**src/rtl/fp_fetch_unpack.sv**
```systemverilog
// fp_fetch_unpack: classifies and unpacks an IEEE-style operand pair into a 2-entry skid-buffered output stage
module fp_fetch_unpack #(
  parameter int EXP_W = 8,
  parameter int MANT_W = 23,
  parameter int TAG_W = 4,
  localparam int FP_W = 1 + EXP_W + MANT_W,
  localparam int SIG_W = MANT_W + 1
) (
  input  logic              clk_i,
  input  logic              rst_i,
  input  logic              flush_i,
  input  logic              in_valid_i,
  output logic              in_ready_o,
  input  logic [FP_W-1:0]   a_i,
  input  logic [FP_W-1:0]   b_i,
  input  logic [TAG_W-1:0]  tag_i,
  output logic              out_valid_o,
  input  logic              out_ready_i,
  output logic              a_sign_o,
  output logic              b_sign_o,
  output logic [EXP_W-1:0]  a_exp_o,
  output logic [EXP_W-1:0]  b_exp_o,
  output logic [SIG_W-1:0]  a_sig_o,
  output logic [SIG_W-1:0]  b_sig_o,
  output logic [4:0]        a_cls_o,
  output logic [4:0]        b_cls_o,
  output logic [1:0]        status_o,
  output logic [TAG_W-1:0]  tag_o
);
  typedef struct packed {
    logic             s;
    logic [EXP_W-1:0] e;
    logic [SIG_W-1:0] m;
    logic [4:0]       c;
  } op_t;
  typedef struct packed {
    op_t              a;
    op_t              b;
    logic [1:0]       st;
    logic [TAG_W-1:0] tag;
  } ent_t;
  function automatic op_t unpack(input logic [FP_W-1:0] x);
    logic [EXP_W-1:0] e;
    logic [MANT_W-1:0] f;
    logic e1, e0, fz;
    op_t o;
    e = x[FP_W-2:MANT_W];
    f = x[MANT_W-1:0];
    e1 = &e;
    e0 = ~|e;
    fz = ~|f;
    o.s = x[FP_W-1];
    o.c = {e1 & ~fz, e1 & fz, ~e1 & ~e0, e0 & ~fz, e0 & fz};
    o.e = (e0 & ~fz) ? EXP_W'(1) : e;
    o.m = {~e1 & ~e0, f};
    return o;
  endfunction
  ent_t w_new, w_rst, r_out, r_skid;
  logic r_out_v, r_skid_e, w_in_xfer, w_out_xfer;
  always_comb begin
    w_new.a = unpack(a_i);
    w_new.b = unpack(b_i);
    w_new.tag = tag_i;
    w_new.st = (w_new.a.c[0] & w_new.b.c[0]) ? 2'b01 :
               (|{w_new.a.c[4:3], w_new.b.c[4:3]}) ? 2'b10 : 2'b00;
    w_rst = '0;
    w_rst.a.c = 5'b00001;
    w_rst.b.c = 5'b00001;
  end
  assign w_in_xfer = in_valid_i & r_skid_e;
  assign w_out_xfer = r_out_v & out_ready_i;
  // in_ready comes straight from the skid-empty flop, so out_ready never reaches it combinationally
  always_ff @(posedge clk_i) begin
    if (rst_i) begin
      r_out <= w_rst;
      r_skid <= w_rst;
      r_out_v <= 1'b0;
      r_skid_e <= 1'b1;
    end else if (flush_i) begin
      r_out_v <= 1'b0;
      r_skid_e <= 1'b1;
    end else if (!r_skid_e) begin
      if (w_out_xfer) begin
        r_out <= r_skid;
        r_skid_e <= 1'b1;
      end
    end else if (w_in_xfer) begin
      if (!r_out_v || w_out_xfer) begin
        r_out <= w_new;
        r_out_v <= 1'b1;
      end else begin
        r_skid <= w_new;
        r_skid_e <= 1'b0;
      end
    end else if (w_out_xfer) begin
      r_out_v <= 1'b0;
    end
  end
  assign in_ready_o = r_skid_e;
  assign out_valid_o = r_out_v;
  assign a_sign_o = r_out.a.s;
  assign b_sign_o = r_out.b.s;
  assign a_exp_o = r_out.a.e;
  assign b_exp_o = r_out.b.e;
  assign a_sig_o = r_out.a.m;
  assign b_sig_o = r_out.b.m;
  assign a_cls_o = r_out.a.c;
  assign b_cls_o = r_out.b.c;
  assign status_o = r_out.st;
  assign tag_o = r_out.tag;
endmodule

```
**config.mk**
```make
export PLATFORM = sky130hd
export DESIGN_NAME = fp_fetch_unpack
export DESIGN_NICKNAME = d
export VERILOG_FILES = /design/src/rtl/fp_fetch_unpack.sv
export SDC_FILE = /design/constraint.sdc
export NUM_CORES = 1
export LEC_CHECK = 0
export ABC_AREA = 0
export CORE_MARGIN = 1.5
export CORE_UTILIZATION = 45
export CTS_CLUSTER_DIAMETER = 80
export CTS_CLUSTER_SIZE = 16
export DETAILED_ROUTE_END_ITERATION = 6
export PLACE_DENSITY = 0.73
export SETUP_SLACK_MARGIN = 0.3
export SYNTH_ARGS = -nofsm -noshare
export SYNTH_HDL_FRONTEND = slang
export SYNTH_SLANG_ARGS = --single-unit
```
**constraint.sdc**
```tcl
create_clock -name clk_i -period 2.1 [get_ports clk_i]
set_input_delay 0.525 -clock clk_i [delete_from_list [all_inputs] [get_ports clk_i]]
set_output_delay 0.525 -clock clk_i [all_outputs]
set_load 0.02 [all_outputs]
```
==> results.ini <==
[status]
status = complete, no violations

[timing]
setup_viol = 0
slew_headroom_pct = 56.5
tightestPinTransition_ns = 0.653
finalHoldViolCount = 0
fin_hold_ws_ns = 0.364
timing.final.crit_share_pct = 84.4
finalCriticalPeriod_ns = 1.77
rsz0062_at_grt = true
fmax_ghz = 0.564
fin_tns_setup_ns = 0
skew_ns = 0.00681
drv_slew = 0

[drt]
vias_per_cell = 5.33
post_drt_wl_per_cell_um = 16.1
wl_mm = 19.1
firstDrtPassIters = 5
initialDrtViolationCount = 437
vias = 6305
drc = 0
ant_nets = 0

[worst_setup_path]
crit_path_end_kind = output pin
critPathLaunchType = flop
critPathBufInv = 1
critical_path.top_delay_family = flip-flops
path_class = flop to output pin
critical-path-slowest-cell = dfxtp_1
worstPathMaxFanout = 6
cp.arrival_ns = 1.25
slowest_delay_ns = 0.45
required_ns = 1.57
path_cells = clkdlybuf4s15_1

[grt]
grt_overflow = 0
grt_pass1_wl_mm = 29.6
grt.total_usage_pct = 23.4
grtUsageMet2_pct = 38.9
met3_usage_pct = 5.93
grt_pass1_vias = 5856
antenna_found_initial = 0
grt_max_degree = 75
grt_use_met1_pct = 29.5
busiest_layer = met2

[placement]
numPortBuffers = 156
gp_congestion = 0.773
place_hpwl_mm = 11.5

[clock_network]
insertion_delay_ns = 0.42
clock-root-buffer = clkbuf_16
clk_pin_slew_ns = 0.06
numCtsBuffers = 17
h-tree-depth = 4
ctsLongestPathBuffers = 2
numClockSinks = 162
cts_tree = yes
cts_hold_buffers = 0

[final_layout]
layout-drive-gt1-share_pct = 19.6
final_cell_mix = 161 x dfxtp_1, 151 x nand2_1, 98 x dlygate4sd2_1, 85 x buf_4, 73 x mux2i_1
final_nets = 1059
area_delta_synth_final_pct = 49.6
final_common_cell = dfxtp_1
diodes = 0
finish.utilization_pct = 68.8

[die]
dieHeight_um = 125
start_util_pct = 46.0
dieWidth_um = 125
fp.coreArea_sq_um = 14500
die-area_sq_um = 15600
rows = 44
ioPinCount = 157

[logic_synthesis]
seq_area_frac_synth_pct = 48.6
yosys_warnings = 0
synth-edff-count = 0
syn_area_per_cell_sq_um = 8.76
ys_ff_latch = 162
synth_top_area_share_pct = 48.6
synth_area_sq_um = 6680
synthTopCellsByArea = dfxtp_1 49%, mux2i_1 11%, nand2_1 8.5%
ys_types = 39
syn_inst = 762
synth_top_cell_by_area = dfxtp_1
synthFlopType = dfxtp_1
syn-num-nets = 835
synthArstFlopShare_pct = 0

[run]
drv_cap = 0

[power_and_ir_drop]
ir_drop_uv = 630
p_total_uw = 7240
powerDensity_nw_per_um2 = 724
p_leak_uw = 0.00461

[worst_hold_path]
hold_path_class = input port to flop

[worst paths after layout]
kind | from | endpoint | slack (ns) | depth (start not counted)
worst max-delay path | out_valid_o | out_valid_o | 0.33 | 1
worst min-delay path | b_i[0] | r_skid[11] | 0.36 | 3
worst max register to register | in_ready_o | r_skid[24] | 0.42 | 6
worst min register to register | r_skid[68] | r_skid[68] | 0.45 | 2
[area by class of cell]
| cell class | count | area [sq um] |
|---|---|---|
| inverter | 4 | 15.0 |
| clock buffer | 27 | 513 |
| clock inverter | 4 | 46.3 |
| timing repair buffer | 270 | 2630 |
| tap | 184 | 230 |
| fill | 1171 | 4540 |
| sequential | 162 | 3250 |
| multi-input combinational | 531 | 3310 |
[cells in the mapped netlist, types with 2 or more instances]
| cell type | count |
|---|---|
| dfxtp_1 | 162 |
| nand2_1 | 152 |
| mux2i_1 | 74 |
| a21oi_1 | 72 |
| nor2_1 | 71 |
| a211oi_1 | 67 |
| buf_2 | 27 |
| clkbuf_1 | 25 |
| nor4_1 | 15 |
| nand3_1 | 11 |
| buf_4 | 10 |
| a31oi_1 | 7 |
| nand4_1 | 6 |
| nor2b_1 | 6 |
| o211ai_1 | 6 |
| o21ai_0 | 6 |
| nor3_1 | 5 |
| or2_2 | 5 |
| o22ai_1 | 4 |
| a21boi_0 | 3 |
| a311oi_1 | 3 |
| inv_1 | 3 |
| or4_1 | 3 |
| buf_1 | 2 |
| o21bai_1 | 2 |
| o41ai_2 | 2 |
[per-layer routing]
layer  vias up  part of all wire (%)
li1       3138                     -
met1      2955                    44
met2       185                    48
met3        27                   5.8
met4         0                   1.9
met5         -                     0
[metrics by stage]
step / instance area, sq um / worst slack [ns] / std cells
2_1_floorplan: 6680 / 0.320 / 762
3_3_place_gp: 9050 / -0.394 / 1134
3_5_place_dp: 9050 / -0.407 / 1134
4_1_cts: 9700 / 0.233 / 1178
5_1_grt: 9990 / 0.264 / 1182
6_report: 9990 / 0.328 / 1182
[flip-flops by register name (all words and copies together) (netlist names)]
| signal | count |
|---|---|
| a_sign_o | 1 |
| a_exp_o | 8 |
| out_valid_o | 1 |
| b_sign_o | 1 |
| status_o | 2 |
| b_exp_o | 8 |
| a_sig_o | 23 |
| b_cls_o | 5 |
| tag_o | 4 |
| r_skid | 80 |
| b_sig_o | 23 |
| in_ready_o | 1 |
| a_cls_o | 5 |
[what timing repair did]
item / 4_1_cts / 5_1_grt
endpoints found under the setup margin: 144 / 92
pin swaps: 20 / 33
gates resized for setup: 126 / 76
cloned: 2 / 4
buffers inserted: 11 / 0
[tightest hold or removal path, cell delays in order]
cell	delay (ns)
clkbuf_2	0.11
nand2_1	0.06
a21oi_1	0.05
[cell families after synthesis]
| group | share of synthesized area, % |
|---|---|
| buffers and inverters | 5.06 |
| flip-flops | 48.6 |
| AND/OR/NAND/NOR | 18.1 |
| AO/OA/AOI/OAI | 17.2 |
| multiplexers | 11.1 |
[report_power, final]
part	switching, uW	internal, uW
clock	1190	1780
sequential	60.2	3190
combinational	531	483
No activity file was read; power rests on OpenSTA's default activity.
